`src/rtl/pipe_pkg.sv`:
```
// Shared IF/ID pipeline constants and lane helpers.
package pipe_pkg;

  localparam int          ILEN         = 32;
  localparam logic [31:0] DEF_NOP_INSN = 32'h00000013;
  localparam logic [31:0] DEF_RESET_PC = 32'h00000000;

  function automatic logic [ILEN-1:0] lane_or_nop(input logic            lane_vld,
                                                  input logic [ILEN-1:0] insn,
                                                  input logic [ILEN-1:0] nop);
    return lane_vld ? insn : nop;
  endfunction

endpackage

```
`src/rtl/skid_buf2.sv`:
```
// Generic 2-entry valid/ready skid buffer with registered in_ready and flush.
// On flush both entries are dropped; M data captures in_data when in_valid so a redirect target is visible.
module skid_buf2 #(
  parameter int           W        = 8,
  parameter logic [W-1:0] RST_DATA = '0
) (
  input  logic         clk,
  input  logic         rst,
  input  logic         flush,
  input  logic         in_valid,
  output logic         in_ready,
  input  logic [W-1:0] in_data,
  output logic         out_valid,
  input  logic         out_ready,
  output logic [W-1:0] out_data
);

  logic         m_vld_q, m_vld_d;
  logic         s_vld_q, s_vld_d;
  logic         rdy_q;
  logic [W-1:0] m_q, m_d;
  logic [W-1:0] s_q, s_d;
  logic         accept, retire;

  always_comb begin
    accept  = in_valid & rdy_q & ~flush;
    retire  = m_vld_q & out_ready;
    m_vld_d = m_vld_q;
    s_vld_d = s_vld_q;
    m_d     = m_q;
    s_d     = s_q;
    if (flush) begin
      m_vld_d = 1'b0;
      s_vld_d = 1'b0;
      if (in_valid) m_d = in_data;
    end else if (s_vld_q) begin
      if (retire) begin
        m_d     = s_q;
        s_vld_d = 1'b0;
      end
    end else if (m_vld_q) begin
      if (retire && accept) begin
        m_d = in_data;
      end else if (retire) begin
        m_vld_d = 1'b0;
      end else if (accept) begin
        s_d     = in_data;
        s_vld_d = 1'b1;
      end
    end else if (accept) begin
      m_d     = in_data;
      m_vld_d = 1'b1;
    end
  end

  // in_ready is the registered complement of the next-state skid occupancy
  always_ff @(posedge clk) begin
    if (rst) begin
      m_vld_q <= 1'b0;
      s_vld_q <= 1'b0;
      rdy_q   <= 1'b1;
      m_q     <= RST_DATA;
    end else begin
      m_vld_q <= m_vld_d;
      s_vld_q <= s_vld_d;
      rdy_q   <= ~s_vld_d;
      m_q     <= m_d;
    end
  end

  always_ff @(posedge clk) begin
    s_q <= s_d;
  end

  assign in_ready  = rdy_q;
  assign out_valid = m_vld_q;
  assign out_data  = m_q;

endmodule

```
`src/rtl/if_id_skid_reg.sv`:
```
// IF/ID stage: packs the fetch bundle into a 2-entry skid buffer and substitutes NOPs for empty lanes.
// Optional IF_ID_SKID_PERF_EN adds stall_cnt / bubble_cnt performance counters.
module if_id_skid_reg
  import pipe_pkg::*;
#(
  parameter int                XLEN     = 32,
  parameter int                LANES    = 1,
  parameter logic [ILEN-1:0]   NOP_INSN = DEF_NOP_INSN,
  parameter logic [XLEN-1:0]   RESET_PC = XLEN'(DEF_RESET_PC)
) (
  input  logic                  clk,
  input  logic                  rst,
  input  logic                  flush,
  input  logic                  in_valid,
  output logic                  in_ready,
  input  logic [XLEN-1:0]       in_pc,
  input  logic [ILEN*LANES-1:0] in_ir,
  input  logic [LANES-1:0]      in_mask,
  input  logic                  in_fault,
  output logic                  out_valid,
  input  logic                  out_ready,
  output logic [XLEN-1:0]       out_pc,
  output logic [ILEN*LANES-1:0] out_ir,
  output logic [LANES-1:0]      out_mask,
  output logic                  out_fault
`ifdef IF_ID_SKID_PERF_EN
  ,
  output logic [31:0]           stall_cnt,
  output logic [31:0]           bubble_cnt
`endif
);

  typedef struct packed {
    logic [XLEN-1:0]            pc;
    logic [LANES-1:0][ILEN-1:0] ir;
    logic [LANES-1:0]           mask;
    logic                       fault;
  } fetch_bundle_t;

  localparam int BW = $bits(fetch_bundle_t);
  localparam logic [BW-1:0] RST_DATA = {RESET_PC, {LANES{NOP_INSN}}, {LANES{1'b0}}, 1'b0};

  fetch_bundle_t in_b, out_b;
  logic [BW-1:0] buf_data;
  logic          buf_vld;

  always_comb begin
    in_b.pc    = in_pc;
    in_b.mask  = in_mask;
    in_b.fault = in_fault;
    for (int k = 0; k < LANES; k++) begin
      in_b.ir[k] = lane_or_nop(in_mask[k], in_ir[k*ILEN +: ILEN], NOP_INSN);
    end
  end

  skid_buf2 #(
    .W        (BW),
    .RST_DATA (RST_DATA)
  ) u_skid (
    .clk       (clk),
    .rst       (rst),
    .flush     (flush),
    .in_valid  (in_valid),
    .in_ready  (in_ready),
    .in_data   (in_b),
    .out_valid (buf_vld),
    .out_ready (out_ready),
    .out_data  (buf_data)
  );

  assign out_b = buf_data;

  // Stale payload stays hidden behind NOP/zero whenever no bundle is presented
  always_comb begin
    out_valid = buf_vld;
    out_pc    = out_b.pc;
    out_mask  = buf_vld ? out_b.mask : '0;
    out_fault = buf_vld & out_b.fault;
    for (int k = 0; k < LANES; k++) begin
      out_ir[k*ILEN +: ILEN] = lane_or_nop(buf_vld, out_b.ir[k], NOP_INSN);
    end
  end

`ifdef IF_ID_SKID_PERF_EN
  logic [31:0] stall_cnt_q, bubble_cnt_q;

  always_ff @(posedge clk) begin
    if (rst) begin
      stall_cnt_q  <= '0;
      bubble_cnt_q <= '0;
    end else if (!buf_vld) begin
      bubble_cnt_q <= bubble_cnt_q + 32'd1;
    end else if (!out_ready) begin
      stall_cnt_q  <= stall_cnt_q + 32'd1;
    end
  end

  assign stall_cnt  = stall_cnt_q;
  assign bubble_cnt = bubble_cnt_q;
`endif

endmodule

```
`config.mk`:
```
export PLATFORM = sky130hd
export DESIGN_NAME = if_id_skid_reg
export DESIGN_NICKNAME = d
export VERILOG_FILES = /design/src/rtl/pipe_pkg.sv /design/src/rtl/skid_buf2.sv /design/src/rtl/if_id_skid_reg.sv
export SDC_FILE = /design/constraint.sdc
export NUM_CORES = 1
export LEC_CHECK = 0
export CAP_MARGIN = 30
export CORE_MARGIN = 2
export CORE_UTILIZATION = 50
export DETAILED_ROUTE_END_ITERATION = 10
export PLACE_DENSITY = 0.8
export SETUP_SLACK_MARGIN = 0.5
export SLEW_MARGIN = 10
export SYNTH_ARGS = -nofsm -noshare
export SYNTH_HDL_FRONTEND = slang
export SYNTH_HIERARCHICAL = 1
export SYNTH_SLANG_ARGS = --single-unit
```
`constraint.sdc`:
```
create_clock -name clk -period 15.8 [get_ports clk]
set_input_delay 4.74 -clock clk [delete_from_list [all_inputs] [get_ports clk]]
set_output_delay 4.74 -clock clk [all_outputs]
set_load 0.05 [all_outputs]
```
# After elaboration in Yosys (flattened, before gate mapping)

Index checks and enable logic that the tools add are counted.

Equal/unequal tests: 3
Muxes and demuxes: 19
Bitwise logic cells: 9
Reductions and logical operators: 5

Operators by type and width:

| cell                                                   | number |
|---|---|
| 2-to-1 mux 66 bit                                      | 7 |
| 2-to-1 mux 32 bit                                      | 2 |
| 2-to-1 mux 1 bit                                       | 10 |
| AND reduction 6 bit                                    | 1 |
| NOT 1 bit                                              | 5 |
| bitwise AND 1 bit                                      | 4 |
| inequality test 4 bit (second input constant)          | 1 |
| AND reduction 4 bit                                    | 1 |
| nonzero test 4 bit                                     | 1 |
| inequality test 3 bit (second input constant)          | 1 |
| inequality test 2 x 1 -> 1 bit (second input constant) | 1 |
| OR reduction 2 bit                                     | 1 |
| logical AND 1 bit                                      | 1 |

Bits in registers: 135
Input port bits: 71
Output and inout port bits: 68
Logic and storage cells: 41

# Longest topological paths before layout

Word-level depth: 9
Mapped depth: 6
Mapped depth without buffers: 4

# By module

Netlist, hierarchy kept.

By module, submodules not included:

| module         | times used | cells each | area each (um2) | seq. area each (um2) |
|---|---|---|---|---|
| skid_buf2      | 1          | 389        | 5,430.2         | 3,363.2 |
| if_id_skid_reg | 1          | 72         | 481.7           | 0.0 |

# Least setup slack after synthesis

OpenSTA, ideal clock, no wires.

Path kind: input to register
From: input port in_valid
To: register u_skid.s_q[0] (enable)
Library setup time: 0.675 ns
Arrival: 11.953 ns
Required time: 15.125 ns
Path slack: 3.172 ns
Stages: 3
Buffers on the path: 0
Path through: nand2_1 > or2_2 > nor4b_1

Cells in the longest elaborated chain, start to end: 5

RTL lines:

| item                                   | RTL line             | RTL |
|---|---|---|
| start: declaration                     | if_id_skid_reg.sv:14 | `input logic in_valid,` |
| bitwise AND 1 bit * (2 in series)      | skid_buf2.sv:26      | `accept = in_valid & rdy_q & ~flush;` |
| logical AND 1 bit                      | skid_buf2.sv:42      | `if (retire && accept) begin` |
| NOT 1 bit (no source line)             | --                   |  |
| AND reduction 6 bit (no source line) * | --                   |  |
| end signal: assignment                 | skid_buf2.sv:72      | `s_q <= s_d;` |
| end: declaration                       | skid_buf2.sv:22      | `logic [W-1:0] s_q, s_d;` |

Every way passes the cells marked *; elsewhere a longest branch is shown, timed or not.
A chain may end at the register's enable or synchronous reset.

# Worst setup path after layout

From: register u_skid.m_vld_q (netlist: u_skid/out_valid)
To: output port out_ir[24]

Cells in the longest elaborated chain, start to end: 1

RTL lines:

| item                     | RTL line             | RTL |
|---|---|---|
| start: declaration       | skid_buf2.sv:18      | `logic m_vld_q, m_vld_d;` |
| start signal: assignment | skid_buf2.sv:64      | `m_vld_q <= m_vld_d;` |
| 2-to-1 mux 32 bit        | pipe_pkg.sv:11       | `return lane_vld ? insn : nop;` |
| end: declaration         | if_id_skid_reg.sv:23 | `output logic [ILEN*LANES-1:0] out_ir,` |

Every way passes these cells.

==> impl_results.md <==
- Crit path required time: 11.06 ns
- Post CTS Setup Buffer Count: 0
- Crit-path leading delay family: buffers and inverters
- Pwr/cell area: 113 nW/um^2
- Worst-path clk slew: 0.05 ns
- Post-CTS sizing: 0
- Synthesized cell area: 5910 sq um
- Worst Hold Class: flip-flop to flip-flop
- Drt wl/cell: 18.0 um
- Register area share after synthesis: 0.569
- #FFs+latches synth: 135
- WHS Path Cells: 2
- Max cap viols: 0
- Worst Tran Pin Value: 0.977 ns
- Unique masters post-synth: 31
- Root Driver: clkbuf_16
- Cell row count: 39
- Mapped Avg Cell Area: 12.8 sq um
- Top-count cell post-synth: dfxtp_1
- Initial antenna violation count: 0
- CTS tree: built
- Worst Clk Skew: 0.00595 ns
- Run status: finished clean
- Fin crit share: 0.453
- R2R cell count: 6
- CP Cell Sequence: buf_8, and2_2, clkdlybuf4s50_1
- Final hold violation count: 0
- Largest net degree at the start of global routing: 72
- Synth top area cells: edfxtp_1 (34%), dfxtp_1 (23%), mux2i_1 (11%)
- Count of warnings emitted by yosys: 6
- CP Capture Type: primary output
- Die W: 113 um
- Synthesized instance count: 461
- First-pass GRT wire length: 21400 um
- P&R area growth vs syn: 32.8%
- Sink Count: 135
- Fill cells: 840
- Slowest cell on the critical path: clkdlybuf4s50_1
- DR pass1 iterations: 4
- IO buf count: 138
- Vias per cell: 5.54
- Peak supply drop: 91.3 uV
- Top cell type's share of synthesized area: 0.335
- CTS Buffer Depth: 2
- Net count, final: 655
- Hold-fix buffers at CTS: 0
- Tot GR Track Use: 0.214
- CTS H-tree depth: 4
- Clock Latency Late Sink: 0.42 ns
- Pleak: 2.54 nW
- TritonCTS buffer count: 17
- Worst Path Arrival: 2.42 ns
- HPWL after DPL: 8230 um
- Num ports: 139
- Vias in the first global route: 4227
- Design area: 7850 sq um
- Ys flop type: dfxtp_1
- Async SR Flop Fraction: 0
- Worst stage delay on the critical path: 0.81 ns
- Number of cells on the critical path: 3
- Drt drc: 0
- Fin. max-slew vios: 0
- Startpoint types: flip-flop
- Setup TNS: 0 ns
- CP bufs+invs: 2
- Placed Area: 7260 sq um
- DR vias: 4102
- Relative max-transition margin: 0.349
- Die Ht: 113 um
- Ant diodes: 0
- Routed WL: 13300 um
- GPL Wtd Cong: 0.768
- Core ar.: 11500 sq um
- Synth top cells by count: dfxtp_1 (69), edfxtp_1 (66), mux2i_1 (63), nor3_1 (63), a211oi_2 (37)
- Initial Util: 0.516
- Initial drt markers: 162
- Unrepaired setup endpoints after global routing: false
- FMAX: 0.140 GHz
- Layout cells sized above 1: 0.181
- Crit path kind: flip-flop to primary output
- Syn nets: 532
- EDFF count, synth: 66
- Final ANT Viol Nets: 0
- Die area: 12700 sq um
- Grt ovf: 0
- Min cycle time layout: 7.16 ns
- Setup violators final: 0
- Leading area contributor after synthesis: edfxtp_1
- CP Max Fanout: 22
layout make-up:
| cell class | count | area, sq um | share of cell area |
|---|---|---|---|
| sequential | 135 | 3360 | 0.428 |
| multi-input combinational | 281 | 2260 | 0.287 |
| timing repair buffer | 147 | 1490 | 0.190 |
| clock buffer | 30 | 544 | 0.0693 |
| tap | 143 | 179 | 0.0228 |
| clock inverter | 2 | 10.0 | 0.00127 |
| inverter | 2 | 7.51 | 0.000956 |
cells by family (layout without fill, tap and decap cells):
group / after synthesis / count (layout) / synth area share
AND/OR/NAND/NOR: 143 / 143 / 0.144
flip-flops: 135 / 135 / 0.569
AO/OA/AOI/OAI: 75 / 75 / 0.127
multiplexers: 63 / 63 / 0.107
buffers and inverters: 45 / 181 / 0.0527
routing by layer:
layer	track usage	routed length, um	vias to the layer above	share of wire
met3	0.0627	723	17	0.054
met2	0.340	6530	114	0.49
met1	0.280	5860	2007	0.44
met4	0.0772	210	0	0.016
met5	0	0	-	0
li1	-	-	1964	-
final timing paths:
check / startpoint / endpoint / slack [ns]
max: u_skid/out_valid$_SDFFE_PP0N_ / out_ir[24] / 8.64
min: u_skid/out_data[6]$_SDFFE_PP1P_ / u_skid/out_data[6]$_SDFFE_PP1P_ / 0.51
max reg2reg: u_skid/out_valid$_SDFFE_PP0N_ / u_skid/out_data[13]$_SDFFE_PP0P_ / 12.93
min reg2reg: u_skid/out_data[6]$_SDFFE_PP1P_ / u_skid/out_data[6]$_SDFFE_PP1P_ / 0.51
metrics by stage:
stage          power, mW   util  hold slack (ns)  instances  setup slack [ns]
6_report           0.887  0.685            0.507        740              8.64
5_1_grt            0.921  0.685            0.552        740              8.51
4_1_cts            0.892  0.682            0.518        738              8.59
3_5_place_dp       0.530  0.633            0.505        706              8.24
3_3_place_gp       0.526  0.630            0.490        704              8.34
2_1_floorplan      0.483      -            0.470        461              3.17
sequential cells by signal, summed over array words and instances (netlist names):
signal / cells
u_skid/out_valid: 1
u_skid/in_ready: 1
u_skid/out_data: 66
u_skid/s_vld_q: 1
u_skid/s_q: 66
power by group:
part           total (mW)  internal (mW)  switching (mW)
logic               0.131         0.0547          0.0762
registers           0.393          0.384         0.00945
clock network       0.363          0.229           0.134
layout by cell type, fill, tap and decap left out:
cell,Yosys,routed
buf_12,2,1
o31ai_4,1,1
clkdlybuf4s50_1,0,137
or2_4,0,1
a21oi_1,3,3
clkinv_2,0,2
nor4_1,3,3
clkbuf_16,0,17
a21oi_4,0,1
a211oi_2,37,37
or2b_1,3,3
edfxtp_1,66,66
buf_16,0,1
inv_1,2,2
clkbuf_8,0,7
buf_4,4,6
mux2i_1,63,63
dfxtp_1,69,69
nand2b_2,1,1
and2_2,28,28
o21ai_0,1,1
and2b_4,0,1
nor3_1,63,63
or2_2,1,1
clkbuf_1,10,6
a2111oi_0,1,1
nor4b_2,0,1
nand2_1,3,3
nand2b_1,3,3
buf_8,3,2
and2_1,35,35
a31oi_1,1,1
a211oi_1,30,30
tightest hold or removal path, cell delays in order (launching register included):
cell,delay [ns]
dfxtp_1,0.32
nor4_1,0.05
a21oi_1,0.10
Power figures use the tool's default switching activity.
